[src/rtl/riscv_run_ctrl.sv]
// rtl/riscv_run_ctrl.sv - ap-style run controller for one riscv_kernel with host/core memory muxing
module riscv_run_ctrl #(
    parameter int unsigned                   AddressWidth_imem = 30,
    parameter int unsigned                   AddressWidth_dmem = 30,
    parameter int unsigned                   DataWidth         = 32,
    parameter logic [AddressWidth_dmem-1:0]  DoneAddr          = 'h3FF,
    parameter logic [31:0]                   MaxCycles         = 32'd1000000
) (
    input  logic                          clk,
    input  logic                          rst,
    input  logic                          ap_start,
    output logic                          ap_ready,
    output logic                          ap_done,
    output logic                          ap_idle,
    output logic [DataWidth-1:0]          ap_return,
    output logic                          timeout,
    output logic [31:0]                   cycles,
    input  logic                          host_sel,
    input  logic                          host_we,
    input  logic [29:0]                   host_addr,
    input  logic [DataWidth-1:0]          host_wdata,
    output logic [DataWidth-1:0]          host_rdata,
    output logic                          core_rst,
    input  logic [AddressWidth_imem-1:0]  core_imem_address0,
    input  logic                          core_imem_ce0,
    input  logic [AddressWidth_dmem-1:0]  core_dmem_address0,
    input  logic                          core_dmem_ce0,
    input  logic                          core_dmem_we0,
    input  logic [DataWidth-1:0]          core_dmem_d0,
    output logic [DataWidth-1:0]          core_imem_q0,
    output logic [DataWidth-1:0]          core_dmem_q0,
    output logic [AddressWidth_imem-1:0]  imem_address0,
    output logic                          imem_ce0,
    output logic                          imem_we0,
    output logic [DataWidth-1:0]          imem_d0,
    input  logic [DataWidth-1:0]          imem_q0,
    output logic [AddressWidth_dmem-1:0]  dmem_address0,
    output logic                          dmem_ce0,
    output logic                          dmem_we0,
    output logic [DataWidth-1:0]          dmem_d0,
    input  logic [DataWidth-1:0]          dmem_q0
);

    typedef enum logic [1:0] {
        S_IDLE  = 2'd0,
        S_START = 2'd1,
        S_RUN   = 2'd2,
        S_DONE  = 2'd3
    } state_e;

    state_e               state_q, state_d;
    logic [31:0]          cycles_q, cycles_d;
    logic                 timeout_q, timeout_d;
    logic [DataWidth-1:0] ret_q, ret_d;
    logic                 host_sel_q;
    logic                 done_store;
    logic                 watchdog_hit;

    assign done_store   = core_dmem_ce0 & core_dmem_we0 & (core_dmem_address0 == DoneAddr);
    assign watchdog_hit = (MaxCycles != 32'd0) && (cycles_q == MaxCycles - 32'd1);

    // State and run-result registers; reset lands in IDLE so core_rst rises asynchronously
    always_ff @(posedge clk or negedge rst) begin
        if (!rst) begin
            state_q    <= S_IDLE;
            cycles_q   <= 32'd0;
            timeout_q  <= 1'b0;
            ret_q      <= '0;
            host_sel_q <= 1'b0;
        end else begin
            state_q    <= state_d;
            cycles_q   <= cycles_d;
            timeout_q  <= timeout_d;
            ret_q      <= ret_d;
            host_sel_q <= host_sel;
        end
    end

    // Next-state logic: done store beats the watchdog when both land on the same cycle
    always_comb begin
        state_d   = state_q;
        cycles_d  = cycles_q;
        timeout_d = timeout_q;
        ret_d     = ret_q;
        case (state_q)
            S_IDLE: begin
                if (ap_start) state_d = S_START;
            end
            S_START: begin
                cycles_d  = 32'd0;
                timeout_d = 1'b0;
                ret_d     = '0;
                state_d   = S_RUN;
            end
            S_RUN: begin
                if (cycles_q != 32'hFFFF_FFFF) cycles_d = cycles_q + 32'd1;
                if (done_store) begin
                    ret_d     = core_dmem_d0;
                    timeout_d = 1'b0;
                    state_d   = S_DONE;
                end else if (watchdog_hit) begin
                    ret_d     = '1;
                    timeout_d = 1'b1;
                    state_d   = S_DONE;
                end
            end
            S_DONE: begin
                state_d = S_IDLE;
            end
            default: begin
                state_d = S_IDLE;
            end
        endcase
    end

    // Memory ownership: core only while RUN, host in every other state
    always_comb begin
        imem_address0 = AddressWidth_imem'(host_addr);
        imem_ce0      = ~host_sel;
        imem_we0      = ~host_sel & host_we;
        imem_d0       = host_wdata;
        dmem_address0 = AddressWidth_dmem'(host_addr);
        dmem_ce0      = host_sel;
        dmem_we0      = host_sel & host_we;
        dmem_d0       = host_wdata;
        if (state_q == S_RUN) begin
            imem_address0 = core_imem_address0;
            imem_ce0      = core_imem_ce0;
            imem_we0      = 1'b0;
            imem_d0       = '0;
            dmem_address0 = core_dmem_address0;
            dmem_ce0      = core_dmem_ce0;
            dmem_we0      = core_dmem_we0;
            dmem_d0       = core_dmem_d0;
        end
    end

    // Read data follows the memory selected when the address was presented
    assign host_rdata   = host_sel_q ? dmem_q0 : imem_q0;
    assign core_imem_q0 = imem_q0;
    assign core_dmem_q0 = dmem_q0;

    assign core_rst  = (state_q != S_RUN);
    assign ap_idle   = (state_q == S_IDLE);
    assign ap_ready  = (state_q == S_START);
    assign ap_done   = (state_q == S_DONE);
    assign ap_return = ret_q;
    assign timeout   = timeout_q;
    assign cycles    = cycles_q;

endmodule
[config.mk]
export PLATFORM = sky130hd
export DESIGN_NAME = riscv_run_ctrl
export DESIGN_NICKNAME = d
export VERILOG_FILES = /design/src/rtl/riscv_run_ctrl.sv
export SDC_FILE = /design/constraint.sdc
export NUM_CORES = 1
export LEC_CHECK = 0
export CAP_MARGIN = 10
export CORE_AREA = 2 2 202 204
export CTS_BUF_LIST = sky130_fd_sc_hd__clkbuf_8
export DETAILED_ROUTE_END_ITERATION = 7
export DIE_AREA = 0 0 204 206
export PLACE_DENSITY = 0.43
export SETUP_SLACK_MARGIN = 0.5
export SYNTH_ARGS = -nofsm -noshare
export SYNTH_HDL_FRONTEND = slang
export SYNTH_SLANG_ARGS = --single-unit
[constraint.sdc]
create_clock -name clk -period 7.4 [get_ports clk]
set_input_delay 1.48 -clock clk [delete_from_list [all_inputs] [get_ports clk]]
set_output_delay 1.48 -clock clk [all_outputs]
set_load 0.01 [all_outputs]
Yosys cells after proc, flatten, opt, wreduce, memory -nomap -nowiden

Cells that the tools add are included.

Bits in registers: 68
Bits in latches: 0
RAM bits: 0
Memory bits (read-only): 0
Bits of input ports: 226
Output and inout port bits: 293
Memories kept: 0

$add $sub $neg: 1
Multiply operators: 0
Div/mod/pow operators: 0
Order comparisons: 0
Eq/ne operators: 10
Shift-type cells: 0
Mux-type cells: 21
Bitwise gates (word level): 5
Reductions and logical operators: 5

Operators by type and width:

| cell                  | count |
|---|---|
| $mux 32               | 6 |
| $pmux 32 s2           | 2 |
| $mux 30               | 2 |
| $add 32x1->32 const B | 1 |
| $eq 32x20->1 const B  | 1 |
| $ne 32x32->1 const B  | 1 |
| $eq 30x10->1 const B  | 1 |
| $pmux 2 s4            | 1 |
| $mux 1                | 6 |
| $mux 2                | 3 |
| $ne 2x2->1 const B    | 3 |
| $reduce_and 2->1      | 3 |
| $and 1x1->1           | 4 |
| $eq 2x2->1 const B    | 2 |
| $ne 3x3->1 const B    | 1 |
| $eq 2x1->1 const B    | 1 |
| $logic_not 2->1       | 1 |
| $pmux 1 s2            | 1 |
| $reduce_bool 2->1     | 1 |
| $not 1->1             | 1 |

Longest topological paths before layout

Depth after elaboration: 4
Gate-level depth with buffers: 9
Depth with buffers taken out: 7

Least setup slack after synthesis

OpenSTA, ideal clock, no wires.

Kind: input port to flip-flop
Start point: input port core_dmem_address0[12]
End point: register state_q[1]
Library setup time: 0.128 ns
Data arrival time: 3.281 ns
Path slack: 3.991 ns
Stages on the path: 5
Path buffers: 0
Path through: or4b_1 or4_1 or2_1 a32oi_1 mux2_1

Cells in the longest elaborated chain, start to end: 4
Elaborated cells between the ends (all ways): 6
Classes of those cells: 2 x eq/ne; 2 x mux; 1 x bitwise; 1 x reduce/logical

Ends and longest elaborated chain:

| item                                                  | RTL line | source |
|---|---|---|
| start, declared                                       | 26       | `input logic [AddressWidth_dmem-1:0] core_dmem_address0,` |
| $eq 30x10->1 *                                        | 59       | `assign done_store = core_dmem_ce0 & core_dmem_we0 & (core_dmem_address0 == DoneAddr);` |
| $and 1x1->1 *                                         | 59       |  |
| $mux 2 / $ne 3x3->1 (equally long branches)           | --       |  |
| $pmux 2 s4 / $reduce_and 2->1 (equally long branches) | --       |  |
| end signal, assigned                                  | 71       | `state_q <= state_d;` |
| end, declared                                         | 51       | `state_e state_q, state_d;` |

Every way passes the cells marked *; elsewhere a longest branch is shown, timed or not.
A chain may end at the register's enable or synchronous reset.

Worst setup path in the final report

Start point: input port core_dmem_address0[9]
End point: output port dmem_address0[9]

Cells in the longest elaborated chain, start to end: 1

Ends and longest elaborated chain:

| item          | RTL line | source |
|---|---|---|
| $mux 30       | 126      | `if (state_q == S_RUN) begin` |
| end, declared | 37       | `output logic [AddressWidth_dmem-1:0] dmem_address0,` |

Every way passes these cells.

==> results.toml <==
[setup_path]
crit_chain = "clkdlybuf4s50_1, nand2_1, nand2_1, clkdlybuf4s50_1"
crit_path_max_fanout = 2
cpMaxStageDelayCell = "clkdlybuf4s50_1"
worst_ep_arrival_time_ns = 3.10
crit_buf_inv = 2
startpoint_type = "input port"
end_kind = "output pin"
path_delay_family = "buffers and inverters"
worstReg2RegStart = "state_q[0]"
crit_start = "core_dmem_address0[9]"
required_ns = 5.92
crit_type = "input port to output pin"
max_stage_delay_ns = 0.58

[grt]
grt_pass1_vias = 7191
grt_pass1_wl_microns = 50800
grt_max_degree = 69
grt-ovfl-total = 0
antenna_found_initial = 6
grt_usage_pct = 16.5

[timing]
worstMarginPinSlew_ns = 1.00
drv_slew = 0
max_freq_mhz = 218
rsz0062_at_grt = "false"
post-route-min-period_ns = 4.58
hold_viol_final = 0
finalCritPeriodShare_pct = 61.9
finalSetupViolations = 0
fin_tns_setup_ns = 0
slew_headroom_pct = 33.0
postLayoutSetupSlackWorst_ns = 2.82
fin_worst_skew_ns = 0.0123

[hold_path]
hold_class = "flop to flop"
worstHoldStart = "ap_return[29]"

[detailed_routing]
drt-total-wl_microns = 36800
first_pass_iters = 4
viasPerCell = 4.14
antenna_left = 0
wire_per_inst_microns = 21.7
num_vias = 7023
drt_iter0_drc = 367
drc = 0

[power]
intPower_w = 0.00144
power_density_nw_per_um2 = 230
comb_power_share_pct = 70.6
swShare_pct = 43.5
p_leak_nw = 4.48
seqPwrFrac_pct = 16.2
pwr-share-clk_pct = 13.2
ir_drop_mv = 0.145
net-switching-power_w = 0.00111

[finish]
areaGrowthSynthToFinish_pct = 95.7
drive_above_1_share_pct = 8.10
final_common_cell = "clkdlybuf4s50_1"
fin_util_pct = 27.6
final_cell_mix = "clkdlybuf4s50_1, nand2_1, dfrtp_1"
finalNetCount = 1386

[floorplan]
dieArea_sq_um = 42000
rows = 74
die_h_microns = 206
core_sq_um = 40200
num_io_pins = 519
start_util_pct = 14.1
fp.dieW_microns = 204

[placed_design]
port_buffers = 518
routabilityCongestion = 0.879
dpl.hpwl_microns = 30200
dpl_worst_slack_ns = 2.72

[cts]
cts_root_buf = "clkbuf_8"
htree_levels = 3
ctsResizeCount = 0
cts.hold.buffers_added = 0
insertion_delay_ns = 0.38
cts_max_path_buffers = 2
cts_buffers = 9
cts.clk_slew.worst_paths_ns = 0.08
cts.sinks = 68
cts_tree = "built"
post_cts_buffers = 0

[synth]
synth_top_flop_cell = "dfrtp_1"
synth_seq_cells = 68
ys_warn_count = 0
synth.top_cells.by_area = "dfrtp_1, nand2_1, buf_4"
async_flop_share_pct = 100
netlist_area_sq_um = 5670
avgSynthCellArea_sq_um = 7.74
syn_inst = 732
synthesis.nets = 963
synth_edf_count = 0
ys_types = 59
yosysSeqAreaShare_pct = 30.0
yosysTopAreaCell = "dfrtp_1"
netlist.area_leader.share_pct = 30.0

[status]
status = "complete, no violations"

[flow_run]
drv_cap = 0
final timing paths:
path                                     to  slack, ns  cells past startpoint
hold reg to reg               ap_return[29]       0.53                      2
setup / recovery           dmem_address0[9]       2.82                      4
hold / removal                ap_return[29]       0.53                      2
max in group asynchronous     ap_return[23]       5.50                      1
min in group asynchronous         cycles[6]       1.24                      1
setup reg to reg                 cycles[25]       4.24                      8
stage by stage:
step	power [W]	instances	hold WS, ns	cell area, sq um
after global placement	0.00225	1676	0.511	10900
after detailed placement	0.00224	1676	0.514	10900
final	0.00255	1695	0.534	11100
after global routing	0.00272	1695	0.547	11100
after floorplan	0.00118	732	0.512	5670
after CTS	0.00260	1692	0.531	11100
cell families (layout without fill, tap and decap cells):
| group | after synthesis | in the layout | synth area share, % |
|---|---|---|---|
| compound gates | 127 | 127 | 17.0 |
| fa+ha+maj | 5 | 5 | 1.10 |
| mux | 38 | 38 | 7.46 |
| flops | 68 | 68 | 30.0 |
| other cells | 0 | 3 | 0 |
| buf+inv | 119 | 547 | 12.9 |
| xor+xnor | 17 | 17 | 2.63 |
| simple gates | 358 | 358 | 28.8 |
per-layer routing:
| metal | track usage [%] | vias to the layer above | part of all wire (%) |
|---|---|---|---|
| met5 | 0 | - | 0.087 |
| met4 | 5.18 | 4 | 1.9 |
| met3 | 3.82 | 37 | 6.9 |
| met2 | 30.0 | 328 | 52 |
| met1 | 19.2 | 3353 | 39 |
| li1 | - | 3301 | - |
synth_stat cells, types with 2 or more instances:
cell	instances
buf_6	3
o31ai_1	5
or2_1	2
nor2b_1	32
buf_1	9
a21o_1	34
o22ai_1	17
or4b_1	2
o211ai_1	5
inv_1	5
a31oi_1	10
or3_1	3
a311oi_1	2
xnor2_1	16
nand4b_1	3
and4_1	7
o21ai_0	7
nand2_1	217
a21oi_1	2
nor2_1	38
nor3_1	2
or4_1	2
ha_1	5
a21oi_2	30
a2111oi_0	2
mux2i_1	4
and3_1	4
nand3_1	13
buf_4	64
o22a_1	2
nor4_1	13
dfrtp_1	68
clkbuf_1	35
mux2_2	33
nand4_1	12
power groups by stage:
stage / Clock (W) / Combinational (W) / Sequential [W]
finish: 0.000336 / 0.00180 / 0.000413
global route: 0.000367 / 0.00193 / 0.000418
CTS: 0.000352 / 0.00183 / 0.000414
detailed placement: 0 / 0.00182 / 0.000421
global placement: 0 / 0.00183 / 0.000421
floorplan: 0 / 0.000757 / 0.000421
area by class of cell:
type / count / area (sq um)
fillers: 4420 / 29100
repair buffers: 525 / 5240
multi-input cells: 545 / 3250
flip-flops and latches: 68 / 1700
well taps: 532 / 666
clock buffers: 11 / 151
clock inverters: 5 / 51.3
inverters: 6 / 22.5
diodes: 3 / 7.51
sequential cells by signal (all words and copies together), names as in the netlist:
signal	flops
host_sel_q	1
ap_return	32
timeout	1
cycles	32
state_q	2
worst min-delay path, cell delays in order, from the launching register on:
cell and delay (ns):
dfrtp_1 0.38, nand2_1 0.07, a21oi_2 0.05
(Power assumes the default switching activity.)
